`config.mk`:
```
export PLATFORM = sky130hd
export DESIGN_NAME = lap_stopwatch_core
export DESIGN_NICKNAME = d
export VERILOG_FILES = /design/src/rtl/lap_stopwatch_core.sv
export SDC_FILE = /design/constraint.sdc
export NUM_CORES = 1
export LEC_CHECK = 0
export CELL_PAD_IN_SITES_DETAIL_PLACEMENT = 0
export CELL_PAD_IN_SITES_GLOBAL_PLACEMENT = 2
export CORE_UTILIZATION = 33
export DETAILED_ROUTE_END_ITERATION = 10
export MAX_ROUTING_LAYER = met4
export PLACE_DENSITY = 0.88
export SETUP_SLACK_MARGIN = 0.2
export SLEW_MARGIN = 5
export SYNTH_ARGS = -nofsm -noshare
export SYNTH_HDL_FRONTEND = slang
export SYNTH_SLANG_ARGS = --single-unit
```
`constraint.sdc`:
```
create_clock -name clk -period 5.4 [get_ports clk]
set_input_delay 1.62 -clock clk [delete_from_list [all_inputs] [get_ports clk]]
set_output_delay 1.62 -clock clk [all_outputs]
set_load 0.02 [all_outputs]
```
`src/rtl/lap_stopwatch_core.sv`:
```
// lap_stopwatch_core: prescaled hundredths stopwatch with an 8-digit packed-BCD
// time (HH:MM:SS.cc), lap hold, stopped clear, preset load and a configurable hour wrap.
// Optional build macro COUNTDOWN_EN adds count-down mode with a done pulse at zero.
// start/lap are debounced level inputs; only their rising edges act.
// load is a single-cycle strobe with no ready: it is taken only while stopped and dropped otherwise.
module lap_stopwatch_core #(
   parameter int CLK_HZ    = 100000000,
   parameter int TICK_HZ   = 100,
   parameter int MAX_HOURS = 99
) (
   input  logic        clk,
   input  logic        reset,
   input  logic        start,
   input  logic        lap,
   input  logic        mode_down,
   input  logic        load,
   input  logic [31:0] preset,
   output logic [31:0] time_bcd,
   output logic [31:0] disp_bcd,
   output logic        running,
   output logic        lap_active,
   output logic        tick,
   output logic        done
);

   localparam int DIV = CLK_HZ / TICK_HZ;
   localparam int PW  = $clog2(DIV);
   localparam logic [PW-1:0] PRESC_LAST = PW'(DIV - 1);

   typedef enum logic {STOPPED = 1'b0, RUNNING = 1'b1} state_t;

   state_t        state_q, state_d;
   logic [31:0]   time_q, time_d;
   logic [31:0]   lap_reg_q, lap_reg_d;
   logic          lap_active_q, lap_active_d;
   logic [PW-1:0] presc_q, presc_d;
   logic          done_q, done_d;
   logic          start_prev, lap_prev;
   logic          start_edge, lap_edge;
   logic          presc_wrap;
   logic          unused_mode;

   // Binary value of a two-digit BCD hour field.
   function automatic int hour_val(input logic [7:0] h);
      return int'(h[7:4]) * 10 + int'(h[3:0]);
   endfunction

   // Clamp each preset digit into its legal range (tens of SS/MM to 5, others to 9).
   function automatic logic [31:0] bcd_clamp(input logic [31:0] p);
      logic [31:0] r;
      r = p;
      for (int i = 0; i < 8; i++) begin
         if ((i == 3) || (i == 5)) begin
            if (r[i*4 +: 4] > 4'd5) r[i*4 +: 4] = 4'd5;
         end else begin
            if (r[i*4 +: 4] > 4'd9) r[i*4 +: 4] = 4'd9;
         end
      end
      return r;
   endfunction

   // Advance time by one hundredth; at the hour limit a carry wraps everything to zero.
   function automatic logic [31:0] bcd_inc(input logic [31:0] t);
      logic [31:0] r;
      logic        c;
      r = t;
      c = 1'b1;
      for (int i = 0; i < 6; i++) begin
         if (c) begin
            if (r[i*4 +: 4] >= (((i == 3) || (i == 5)) ? 4'd5 : 4'd9)) begin
               r[i*4 +: 4] = 4'd0;
            end else begin
               r[i*4 +: 4] = r[i*4 +: 4] + 4'd1;
               c = 1'b0;
            end
         end
      end
      if (c) begin
         if (hour_val(r[31:24]) >= MAX_HOURS) begin
            r = 32'd0;
         end else if (r[27:24] >= 4'd9) begin
            r[27:24] = 4'd0;
            r[31:28] = r[31:28] + 4'd1;
         end else begin
            r[27:24] = r[27:24] + 4'd1;
         end
      end
      return r;
   endfunction

`ifdef COUNTDOWN_EN
   // Step time back one hundredth; zero stays zero (the caller stops there).
   function automatic logic [31:0] bcd_dec(input logic [31:0] t);
      logic [31:0] r;
      logic        b;
      r = t;
      b = (t != 32'd0);
      for (int i = 0; i < 8; i++) begin
         if (b) begin
            if (r[i*4 +: 4] == 4'd0) begin
               r[i*4 +: 4] = ((i == 3) || (i == 5)) ? 4'd5 : 4'd9;
            end else begin
               r[i*4 +: 4] = r[i*4 +: 4] - 4'd1;
               b = 1'b0;
            end
         end
      end
      return r;
   endfunction
`endif

   assign start_edge  = start & ~start_prev;
   assign lap_edge    = lap & ~lap_prev;
   assign presc_wrap  = (presc_q == PRESC_LAST);
   assign unused_mode = mode_down;

   // Register stage for FSM state, time, lap hold, prescaler and button history.
   always_ff @(posedge clk) begin
      if (reset) begin
         state_q      <= STOPPED;
         time_q       <= 32'd0;
         lap_reg_q    <= 32'd0;
         lap_active_q <= 1'b0;
         presc_q      <= '0;
         done_q       <= 1'b0;
         start_prev   <= start;
         lap_prev     <= lap;
      end else begin
         state_q      <= state_d;
         time_q       <= time_d;
         lap_reg_q    <= lap_reg_d;
         lap_active_q <= lap_active_d;
         presc_q      <= presc_d;
         done_q       <= done_d;
         start_prev   <= start;
         lap_prev     <= lap;
      end
   end

   // Next-state and datapath decisions; start beats lap when both edges coincide.
   always_comb begin
      state_d      = state_q;
      time_d       = time_q;
      lap_reg_d    = lap_reg_q;
      lap_active_d = lap_active_q;
      presc_d      = presc_q;
      done_d       = 1'b0;
      case (state_q)
         STOPPED: begin
            if (lap_edge && !start_edge) begin
               time_d       = 32'd0;
               lap_active_d = 1'b0;
               presc_d      = '0;
            end
            if (load) begin
               time_d  = bcd_clamp(preset);
               presc_d = '0;
            end
            if (start_edge) begin
`ifdef COUNTDOWN_EN
               if (!(mode_down && (time_d == 32'd0))) state_d = RUNNING;
`else
               state_d = RUNNING;
`endif
            end
         end
         RUNNING: begin
            if (start_edge) begin
               // Prescaler keeps its phase so a resume continues the interrupted tick.
               state_d      = STOPPED;
               lap_active_d = 1'b0;
            end else begin
               if (lap_edge) begin
                  if (!lap_active_q) begin
                     lap_reg_d    = time_q;
                     lap_active_d = 1'b1;
                  end else begin
                     lap_active_d = 1'b0;
                  end
               end
               if (presc_wrap) begin
                  presc_d = '0;
`ifdef COUNTDOWN_EN
                  if (mode_down) begin
                     time_d = bcd_dec(time_q);
                     if (time_d == 32'd0) begin
                        done_d       = 1'b1;
                        state_d      = STOPPED;
                        lap_active_d = 1'b0;
                     end
                  end else begin
                     time_d = bcd_inc(time_q);
                  end
`else
                  time_d = bcd_inc(time_q);
`endif
               end else begin
                  presc_d = presc_q + 1'b1;
               end
            end
         end
         default: state_d = STOPPED;
      endcase
   end

   assign running    = (state_q == RUNNING);
   assign tick       = running && presc_wrap && !start_edge;
   assign time_bcd   = time_q;
   assign lap_active = lap_active_q;
   assign disp_bcd   = lap_active_q ? lap_reg_q : time_q;
   assign done       = done_q;

endmodule

```
---- Word level (Yosys, flattened, before mapping) ----
Index checks and enable logic that the tools add are counted.
word-level totals
  register bits after elaboration ......... 88
cells by class
  add/sub/neg operators ................... 10
  multiply operators ...................... 1
  magnitude comparators ................... 16
  equality and inequality tests ........... 8
  mux-type cells .......................... 72
  bitwise operators ....................... 6
  reductions and logical operators ........ 10
operators by type and width
  operator               number
  $mux 32                6
  $mux 4                 21
  $mux 20                4
  $pmux 32 s2            1
  $pmux 20 s2            1
  $mux 1                 35
  $add 4x1->4 const B    8
  $gt 4x4->1 const B     6
  $mux 24                1
  $add 20x1->20 const B  1
  $eq 20x20->1 const B   1
  $ge 4x4->1 const B     5
  $add 8x4->9            1
  $ge 9x7->1 const B     1
  $ge 4x3->1 const B     2
  $gt 4x3->1 const B     2
  $mux 8                 1
  $mul 4x3->7 const B    1
  $ne 3x1->1 const B     2
  $reduce_and 3->1       2
  $reduce_and 5->1       1
  $ne 2x1->1 const B     2
  $ne 2x2->1 const B     2
  $not 1->1              4
  7 further kinds        12

---- Logic depth before layout (Yosys ltp) ----
Gate-level depths: netlist (run 1).
  depth after elaboration ................. 29
  gate-level depth with buffers ........... 12
  mapped depth without buffers ............ 11

---- Least setup slack after synthesis (run 1) ----
No wires, ideal clock.
  path kind ............................... input to output
  start point ............................. input port start
  end point ............................... output port tick
  data arrival time ....................... 2.032 ns
  data required time ...................... 3.780 ns
  setup slack ............................. 1.748 ns
  cell stages on the path ................. 2
  cell sequence ........................... nand2b_1 > and3_1
between the ends
  word-level cells in the longest chain between the ends .. 3
RTL lines
  item               line  text
  start, declared    13    input logic start,
  $and 1x1->1        112   assign start_edge = start & ~start_prev;
  $logic_not 1->1    207   assign tick = running && presc_wrap && !start_edge;
  $logic_and 1x1->1  207
  end, declared      22    output logic tick,
No other way between the ends.

---- Final worst setup path (run 1) ----
Same ends and word-level chain as after synthesis.

==> results of run 1 <==
==> cell type report <==
class | instances | area share [%]
timing repair buffer | 106 | 15.5
sequential | 88 | 26.0
multi-input combinational | 484 | 48.1
clock buffer | 10 | 3.53
inverter | 32 | 1.77
clock inverter | 6 | 1.22
tap | 211 | 3.90
==> registers in the layout (all words and copies together) (netlist names) <==
| signal | cells |
|---|---|
| presc_q | 20 |
| lap_active | 1 |
| running | 1 |
| time_bcd | 32 |
| start_prev | 1 |
| lap_prev | 1 |
| lap_reg_q | 32 |
==> per-stage QoR <==
stage | cells | utilization (%) | cell area (um^2) | power, mW
floorplan | 635 | - | 5270 | 1.03
global placement | 921 | 42.0 | 6450 | 1.23
detailed placement | 921 | 42.0 | 6450 | 1.24
CTS | 937 | 44.1 | 6770 | 1.92
global route | 937 | 44.1 | 6770 | 2.00
finish | 937 | 44.1 | 6770 | 1.90
==> cells in the mapped netlist, types with 11 or more instances <==
master	instances	area [um^2]
a211oi_1	16	120
a21oi_1	21	105
a221oi_1	11	96.3
clkbuf_1	16	60.1
dfxtp_1	88	1760
ha_1	32	400
inv_1	32	120
mux2_2	12	135
mux2i_1	33	330
nand2_1	56	210
nand3_1	18	90.1
nor2_1	92	345
o21ai_0	48	240
xnor2_1	14	123
==> layer usage <==
metal	up-vias	GRT usage, %	wire length, um
met5	-	-	0
met4	0	6.51	197
met3	16	3.84	708
met2	105	30.9	6810
met1	2346	23.8	6760
li1	2424	-	-
==> path summary, 6_finish.rpt <==
path                                    end          from  depth (start not counted)  slack, ns
worst max-delay path                   tick         start                          4       0.68
worst min-delay path             presc_q[1]    presc_q[1]                          2       0.47
worst min register to register   presc_q[1]    presc_q[1]                          2       0.47
worst max register to register  time_bcd[4]  time_bcd[29]                         11       1.84
==> kinds of logic after synthesis <==
group	Yosys count	share of synthesized area, %
flops	88	33.5
buf+inv	63	4.75
simple gates	231	21.2
compound gates	149	19.3
fa+ha+maj	34	8.36
other cells	1	0.0712
mux	45	8.84
xor+xnor	24	3.99
==> tightest hold or removal path, cell delays in order (launching register included) <==
cell	delay [ns]
dfxtp_1	0.32
nand2_1	0.06
a21oi_1	0.05
==> report_power, final <==
part           switching, mW  total (mW)  internal (mW)  leakage, nW
logic                  0.274       0.486          0.211         1.54
registers             0.0529       0.732          0.679        0.716
clock network          0.265       0.680          0.415        0.158
total                  0.592        1.90           1.31         2.41
==> cells in the final DEF (no fill, tap or decap), drive strengths merged, types with 4 or more instances in the layout <==
cell	instances
nor3b	4
nand2	56
o21a	5
mux2	12
a21oi	21
ha	32
buf	4
nand2b	10
a311oi	5
and2	6
nor2	92
nor2b	4
a31oi	5
nor3	12
o211ai	6
nand3	19
xor2	10
and3	10
o21ai	49
a211oi	18
clkbuf	10
clkdlybuf4s50	102
dfxtp	88
a221oi	12
mux2i	33
xnor2	14
nor4	4
inv	32
==> results by group, run 1 <==
Die
  – Starting density of the core: 34.3%
  – # IOs: 106
  – Core Footprint: 15,400 um^2
  – Chip width: 128 um
  – Row count: 45
  – Die ar.: 16,500 um^2
  – Die Height: 128 um

Global route
  – Global-route usage over all layers: 19.2%
  – Global-route wire length before repair: 24.2 mm
  – Largest net degree at the start of global routing: 56
  – Number of global-route vias before repair: 4,894
  – Initial antenna violation count: 0
  – Gr ovfl total: 0

Setup path
  – CP peak stage delay: 0.62 ns
  – Slowest stage cell on the critical path: clkdlybuf4s50_1
  – CP delay by family, top: buffers and inverters
  – Worst-path maximum fanout: 6
  – WS Path Type: input pin to primary output
  – Req. time, crit path: 3.78 ns
  – WP data arrival: 3.10 ns
  – CP Buf/Inv Count: 2
  – Worst setup EP type: primary output
  – Startpoint types: input pin
  – Most used cell, CP: clkdlybuf4s50_1
  – CP Cell Sequence: clkdlybuf4s50_1 > nand2b_1 > and3_1 > clkdlybuf4s50_1

Clock network
  – Clk buf depth: 2
  – Clock Latency Late Sink: 0.35 ns
  – CTS HTree Levels: 3
  – Post_cts resized: 0
  – Root buffer cell: clkbuf_16
  – Clock-pin slew on the worst setup and hold paths: 0.06 ns
  – Post-CTS setup repair buffer count: 0
  – Num CTS Buffers: 9
  – CTS tree: built
  – Hold_buf cts: 0
  – TritonCTS Sinks: 88

STA
  – Max-slew headroom: 26.7%
  – Final setup TNS: 0 ns
  – Final slew viol count: 0
  – Maximum clock rate: 212 MHz
  – Fin crit share: 87.4%
  – RSZ-0062 raised after global routing: no
  – Final setup fails: 0
  – Setup ws final: 0.680 ns
  – Layout Skew: 0.00686 ns
  – Period minus WS final: 4.72 ns
  – Hold Vio Cnt, Final: 0
  – Actual slew at the worst max-slew pin: 1.10 ns
  – Min Hold Slack: 0.475 ns

Drt
  – Vias per inst: 5.22
  – DRC viols: 0
  – WL final: 14.5 mm
  – WL/cell: 15.5 um
  – Antenna-violating nets left: 0
  – Drt pass-1 iters: 5
  – Vias: 4,891
  – Initial DRC count: 254

Place
  – Buffers on Ports: 103
  – Worst slack, placed: 0.668 ns
  – Final Wtd Congestion: 0.800
  – DP HPWL: 10.2 mm

Min path
  – Worst hold path type: flop to flop

Synthesis
  – Synth cell types: 66
  – Avg Cell Area, Syn: 8.29 um^2
  – Register bit count reported by yosys: 88
  – Mapped Nets: 707
  – Post-synthesis cell count: 635
  – Number of synthesized flops with an enable pin: 0
  – Synth async-reset ratio: 0%
  – Ys flop type: dfxtp_1
  – Yosys warning count: 0
  – Seq/Total Area, Yosys: 33.5%
  – Mapped Area: 5270 um^2

Final layout
  – Area grow syn2layout: 28.6%
  – Layout cell share with drive strength beyond 1: 6.75%
  – Fillcell total: 1,525
  – Diodes inserted: 0
  – Nets: 793
  – Area occupied by multi-input gates: 3250 um^2
  – Register area: 1760 um^2

Outcome
  – Status: completed

Power
  – Lkg Pwr: 2.41 nW
  – Max VDD drop: 0.000155 V
  – PD cells: 280 nW/um^2

Run
  – Max Cap Viol: 0
No activity file was read; power rests on OpenSTA's default activity.
==> run 2: changes to the inputs <==
--- a/config.mk
+++ b/config.mk
@@ -7,10 +7,10 @@
 export LEC_CHECK = 0
 export CELL_PAD_IN_SITES_DETAIL_PLACEMENT = 0
 export CELL_PAD_IN_SITES_GLOBAL_PLACEMENT = 2
-export CORE_UTILIZATION = 33
+export CORE_UTILIZATION = 25
 export DETAILED_ROUTE_END_ITERATION = 10
 export MAX_ROUTING_LAYER = met4
-export PLACE_DENSITY = 0.88
+export PLACE_DENSITY = 0.7
 export SETUP_SLACK_MARGIN = 0.2
 export SLEW_MARGIN = 5
 export SYNTH_ARGS = -nofsm -noshare
==> run 2 against run 1 <==
Compared with the run above: via count shrank 0.41%; sequential power about the same; worst setup slack improved by 0.0087 ns; largest power group unchanged; die area grew 31%; non-clock buffer count unchanged; flip-flop and latch count stayed put; highest routed layer unchanged.
==> results by group, run 2 (synthesis results as in run 1) <==
Clock network
  – Root buffer cell: clkbuf_16
  – Post_cts resized: 0
  – CTS HTree Levels: 3
  – CTS tree: built
  – Clk buf depth: 2
  – Clock-pin slew on the worst setup and hold paths: 0.07 ns
  – Num CTS Buffers: 9
  – Clock Latency Late Sink: 0.35 ns
  – Post-CTS setup repair buffer count: 0
  – TritonCTS Sinks: 88
  – Hold_buf cts: 0

STA
  – Actual slew at the worst max-slew pin: 1.10 ns
  – Period minus WS final: 4.71 ns
  – Final slew viol count: 0
  – Max-slew headroom: 26.5%
  – Setup ws final: 0.689 ns
  – Final setup TNS: 0 ns
  – Fin crit share: 87.2%
  – Final setup fails: 0
  – RSZ-0062 raised after global routing: no
  – Hold Vio Cnt, Final: 0
  – Layout Skew: 0.00748 ns
  – Maximum clock rate: 212 MHz

Drt
  – Vias per inst: 4.89
  – WL final: 16.0 mm
  – WL/cell: 16.1 um
  – Vias: 4,871
  – Drt pass-1 iters: 4
  – Antenna-violating nets left: 0
  – DRC viols: 0
  – Initial DRC count: 160

Place
  – Final Wtd Congestion: 0.801
  – Dpl cells: 980
  – DP HPWL: 11.4 mm
  – Worst slack, placed: 0.670 ns
  – Buffers on Ports: 103

Final layout
  – Nets: 793
  – Most frequent cells in the layout: clkdlybuf4s50_1, nor2_1, dfxtp_1
  – Commonest non-fill, non-tap cell in the layout: clkdlybuf4s50_1
  – Layout cell share with drive strength beyond 1: 6.61%
  – Fillcell total: 2,129
  – Diodes inserted: 0
  – Area grow syn2layout: 29.1%
  – Final cell count without fillers: 996

Power
  – Switching share of power: 34.1%
  – Lkg Pwr: 2.38 nW
  – PD cells: 269 nW/um^2
  – Sw power: 0.623 mW
  – Flop pwr share: 40.1%
  – Max VDD drop: 0.000157 V
  – Clk pwr share: 32.8%
  – Power Total: 1.83 mW
  – Internal power: 1.20 mW
  – Comb power frac: 27.1%

Run
  – Max Cap Viol: 0

Setup path
  – CP Buf/Inv Count: 2
  – CP peak stage delay: 0.62 ns
  – Slowest stage cell on the critical path: clkdlybuf4s50_1
  – CP delay by family, top: buffers and inverters
  – Startpoint types: input pin
  – Worst setup EP type: primary output
  – WS Path Type: input pin to primary output
  – Most used cell, CP: clkdlybuf4s50_1
  – CP Cell Sequence: clkdlybuf4s50_1 > nand2b_1 > and3_1 > clkdlybuf4s50_1
  – Req. time, crit path: 3.78 ns
  – WP data arrival: 3.09 ns
  – Worst-path maximum fanout: 6

Min path
  – Worst hold path type: flop to flop

Global route
  – Global-route wire length before repair: 25.9 mm
  – Initial antenna violation count: 0
  – Largest net degree at the start of global routing: 56
  – Number of global-route vias before repair: 4,927
  – Gr ovfl total: 0
  – Global-route usage over all layers: 15.6%

Die
  – Starting density of the core: 25.8%
  – Chip width: 147 um
  – Die ar.: 21,600 um^2
  – Core Footprint: 20,400 um^2
  – Die Height: 147 um
  – # IOs: 106
  – Row count: 52

Outcome
  – Status: completed
## run 2: path summary, 6_finish.rpt
check,startpoint,end,slack (ns),cells past startpoint
min,presc_q[1],presc_q[1],0.47,2
min reg2reg,presc_q[1],presc_q[1],0.47,2
max,start,tick,0.69,4
max reg2reg,time_bcd[29],time_bcd[5],1.80,11
## run 2: power by group through the flow
stage | clock [mW] | sequential (mW) | combinational, mW
2_1_floorplan | 0 | 0.759 | 0.272
3_3_place_gp | 0 | 0.748 | 0.491
3_5_place_dp | 0 | 0.748 | 0.497
4_1_cts | 0.622 | 0.734 | 0.501
5_1_grt | 0.652 | 0.741 | 0.546
6_report | 0.599 | 0.733 | 0.496
## run 2: worst register-to-register path: cells and delay by family, from the launching register on
family	cells	cell delay (ns)
AND/OR/NAND/NOR	3	0.89
buffers and inverters	1	0.06
AO/OA/AOI/OAI	4	1.07
adder cells (fa/ha/maj)	3	0.94
flip-flops	1	0.48
## run 2: area by class of cell
class | count | area, um^2 | share of cell area, %
tap | 270 | 338 | 4.97
inverter | 32 | 120 | 1.77
multi-input combinational | 484 | 3250 | 47.9
clock inverter | 6 | 46.3 | 0.681
timing repair buffer | 106 | 1050 | 15.4
clock buffer | 10 | 229 | 3.37
sequential | 88 | 1760 | 25.9
## run 2: routing by layer
metal / part of all wire [%] / routed length (um) / GRT usage [%] / up-vias
li1: - / - / - / 2425
met1: 48 / 7710 / 19.4 / 2320
met2: 47 / 7540 / 25.8 / 108
met3: 3.4 / 548 / 2.45 / 18
met4: 1.4 / 219 / 5.05 / 0
met5: 0 / 0 / - / -
## run 2: stage by stage
step | hold WS (ns) | cell area, um^2 | util (%)
6_report | 0.473 | 6800 | 33.3
5_1_grt | 0.522 | 6800 | 33.3
4_1_cts | 0.475 | 6800 | 33.3
3_5_place_dp | 0.465 | 6520 | 31.9
3_3_place_gp | 0.457 | 6520 | 31.9
2_1_floorplan | 0.444 | 5270 | -
==> patch 1, RTL diff (settings of run 2) <==
The parameter `CLK_HZ` goes from 100000000 to 25000000.
--- a/src/rtl/lap_stopwatch_core.sv
+++ b/src/rtl/lap_stopwatch_core.sv
@@ -6,3 +6,3 @@
 module lap_stopwatch_core #(
-   parameter int CLK_HZ    = 100000000,
+   parameter int CLK_HZ    = 25000000,
    parameter int TICK_HZ   = 100,
Behaviour: same outputs for any inputs over 4 cycles, from zero or initial values and one cycle with reset high; that may be too few to reach the edited logic, so the function may still have changed.
==> patch 1 against run 2 <==
  * Register-to-register slack better by 150 ps
  * Wire length is essentially flat
  * Fmax grew 1.0%
  * Total power shrank 4.2%
  * Core utilization is essentially flat
  * Cell count increased by 1.1%
  * Synthesized area shrank 1.6%
  * Critical path depth up 1
  * Setup slack better by 49 ps
  * Synthesized cell count is 1.3% higher
  * Final area is 0.59% lower
  * Sequential cell count shrank 2
  * Non-clock buffer count up 2
==> patch 1: results <==
[synthesis]
asyncSetResetFlopFracSynth = 0
synth_area_leaders = sky130_fd_sc_hd__dfxtp_1, sky130_fd_sc_hd__ha_1, sky130_fd_sc_hd__mux2i_1
syn-num-nets = 715
synthCells = 643
ys_seq_area_frac = 0.332
ys_top_cells_by_count = sky130_fd_sc_hd__dfxtp_1, sky130_fd_sc_hd__nand2_1, sky130_fd_sc_hd__nor2_1, sky130_fd_sc_hd__o21ai_0, sky130_fd_sc_hd__inv_1

[worst_setup_path]
reg2reg_from = time_bcd[31]
rrSetupSlack_ps = 1950
worstReg2RegEnd = time_bcd[29]
cp_data_arrival_time_ps = 3040

[detailed_routing]
routed_wl_um = 16000
avgViaCountPerCell = 4.87
drt_first_iter_violations = 282
wl_per_cell_um = 15.9

[finish]
fill_cells = 2158
n_antenna_cell = 0
n_all_inverters = 38
final_layout_size_suffix_gt1_frac = 0.0678
non_clock_buffer_count = 108
clkCellAreaFrac = 0.0442
clockBufferCount = 9
layout.nonclk_buf_frac = 0.157
n_multi_input_combinational_cell = 489
multi_input_comb_area_sq_mm = 0.00319
ff_latch_area_sq_mm = 0.00172
fin_nets = 804

[grt]
grt_use_total = 0.159
wire_length_of_the_first_global_routing_pass_um = 26100
grt_pass1_vias = 4919

[power_and_ir_drop]
worst_vdd_ir_uv = 159
leakagePower_nw = 2.40
internal-power_mw = 1.19
fin_total_pwr_mw = 1.75
power.combinational.total_mw = 0.406
power_frac_clock = 0.368

[place]
dp_hpwl_um = 11500
place_congestion = 0.791

[sta]
fin_hold_ws_ps = 482
fin_worst_skew_ps = 7.94
timing.slew.headroom = 0.256

[status]
outcome = finished clean

[clocking]
clock_sinks = 86
==> patch 1: through the flow <==
step,cell area (sq um),setup slack [ps]
floorplan,5180,1650
global placement,6460,744
detailed placement,6460,743
CTS,6760,731
global route,6760,597
finish,6760,737
==> patch 1: logic make-up (layout without fill, tap and decap cells) <==
kind of cell    Yosys count  after routing  share of synthesized area
simple gates            243            243                      0.225
compound gates          149            149                      0.187
flops                    86             86                      0.332
buf+inv                  68            162                     0.0514
mux                      46             46                     0.0920
fa+ha+maj                34             34                     0.0850
xor+xnor                 16             16                     0.0271
other cells               1              1                   0.000724
==> patch 1: layer usage <==
metal / GRT usage / routed length [um] / vias up
met2: 0.267 / 7740 / 99
met1: 0.193 / 7480 / 2333
met5: - / 0 / -
met3: 0.0323 / 536 / 22
met4: 0.0437 / 253 / 0
li1: - / - / 2449
==> patch 2, RTL diff (flow settings as in run 2) <==
Without the edit above. Register the outputs `disp_bcd` and `tick`; this adds one clock of latency there. The other outputs are not delayed to match.
--- a/src/rtl/lap_stopwatch_core.sv
+++ b/src/rtl/lap_stopwatch_core.sv
@@ -206,6 +206,8 @@
    assign running    = (state_q == RUNNING);
-   assign tick       = running && presc_wrap && !start_edge;
+   always_ff @(posedge clk) begin
+      disp_bcd <= lap_active_q ? lap_reg_q : time_q;
+      tick     <= running && presc_wrap && !start_edge;
+   end
    assign time_bcd   = time_q;
    assign lap_active = lap_active_q;
-   assign disp_bcd   = lap_active_q ? lap_reg_q : time_q;
    assign done       = done_q;
Check against the original RTL: not equivalent (a bounded check fails within 4 cycles, from zero or initial values and one cycle with reset high).
==> patch 2 against run 2 <==
  * Sequential cell count rose by 33
  * Wire length is 3.8% higher
  * Setup slack gained 950 ps
  * Final area increased by 16%
  * Synthesized area is 14% higher
  * Critical endpoint is now time_bcd[2]
  * Register-to-register slack improved by 180 ps
  * Total power rose by 41%
==> patch 2: results <==
[place]
place_congestion = 0.793
dp_hpwl_um = 11700
placed_cell_area_sq_mm = 0.00733

[worst_setup_path]
crit_path_start = lap
rrSetupSlack_ps = 1980
cp_data_arrival_time_ps = 4030
worst-path-max-fanout = 29
worstReg2RegEnd = time_bcd[31]
worstSetupEndpoint = time_bcd[2]
r2r.worst_path.cells = 11

[synthesis]
synth_area_leaders = sky130_fd_sc_hd__dfxtp_1, sky130_fd_sc_hd__ha_1, sky130_fd_sc_hd__nor2_1
ys_seq_area_frac = 0.404
synthCells = 687
syn-num-nets = 759
synthMuxAreaShare = 0.0813
ys_top_cells_by_count = sky130_fd_sc_hd__dfxtp_1, sky130_fd_sc_hd__nor2_1, sky130_fd_sc_hd__nand2_1, sky130_fd_sc_hd__o21ai_0
synth_cell_type_count = 67
synthAdderAreaFrac = 0.0734
synth_compound_gate_area_share = 0.174
ys.warnings.count = 0
yosys.area_share.xor_xnor = 0.0248

[finish]
final_layout_size_suffix_gt1_frac = 0.0980
final_cell_count_without_fillers = 1115
fill_cells = 2479
fin_nets = 855

[detailed_routing]
avgViaCountPerCell = 4.54
drt_first_iter_violations = 219
wl_met1_um = 8570
met2_wirelength_um = 7360
drt_drc_violations_left = 0
wl_per_cell_um = 14.9
met3_length_um = 573

[clocking]
insertion_delay_ps = 420
htree_num_levels = 4
cts_made_buffers = 17
post_cts.repair.setup_buffers = 0

[power_and_ir_drop]
worst_vdd_ir_uv = 169
leakagePower_nw = 2.85

[sta]
max_slew.worst_pin.slew_ps = 834
fin_worst_skew_ps = 9.55

[grt]
grt_pass1_vias = 4876
grt_util_met2 = 0.221
global_route.usage.met1 = 0.197
global_route.usage.met3 = 0.0267
wire_length_of_the_first_global_routing_pass_um = 26900
maximum_number_of_pins_on_one_net_before_global_route_repair = 64
grt_use_total = 0.147

[hold_path]
min-delay-path-class = flip-flop to flip-flop

[status]
outcome = finished clean

[flow_run]
timing.max_cap.violations = 0
[patch 2: power by group]
part           internal, mW  switching, mW
clock network         0.695          0.442
registers             0.944         0.0515
logic                 0.192          0.247
[patch 2: critical path, stage by stage]
cell,delay [ps]
sky130_fd_sc_hd__clkdlybuf4s50_1,460
sky130_fd_sc_hd__nor2b_1,320
sky130_fd_sc_hd__a211oi_1,180
sky130_fd_sc_hd__or2_2,380
sky130_fd_sc_hd__a21oi_4,300
sky130_fd_sc_hd__buf_4,380
sky130_fd_sc_hd__o21ai_0,140
sky130_fd_sc_hd__a22oi_1,160
sky130_fd_sc_hd__nor2_1,60
[patch 2: cells by family after synthesis]
kind of cell    Yosys count
simple gates            241
compound gates          157
flops                   121
buf+inv                  69
mux                      47
fa+ha+maj                34
xor+xnor                 17
other cells               1
[patch 2: area by class of cell]
class,count,area share
timing repair buffer,111,0.137
clock buffer,19,0.0560
multi-input combinational,497,0.415
sequential,121,0.306
tap,319,0.0504
inverter,35,0.0166
clock inverter,13,0.0183
[patch 2: per-stage QoR]
stage          setup WS [ps]  total power [mW]   util
2_1_floorplan           2130              1.27      -
3_3_place_gp            1160              1.46  0.311
3_5_place_dp            1130              1.46  0.311
4_1_cts                 1580              2.61  0.336
5_1_grt                 1410              2.70  0.336
6_report                1640              2.57  0.336
[patch 2: worst min path at each step]
| stage | startpoint | endpoint | slack (ps) |
|---|---|---|---|
| 2_1_floorplan | presc_q[1] | presc_q[1] | 450 |
| 3_3_place_gp | presc_q[1] | presc_q[1] | 460 |
| 3_5_place_dp | presc_q[1] | presc_q[1] | 470 |
| 4_1_cts | presc_q[1] | presc_q[1] | 470 |
| 6_report | presc_q[1] | presc_q[1] | 470 |
| 5_1_grt | lap_reg_q[16] | disp_bcd[16] | 500 |
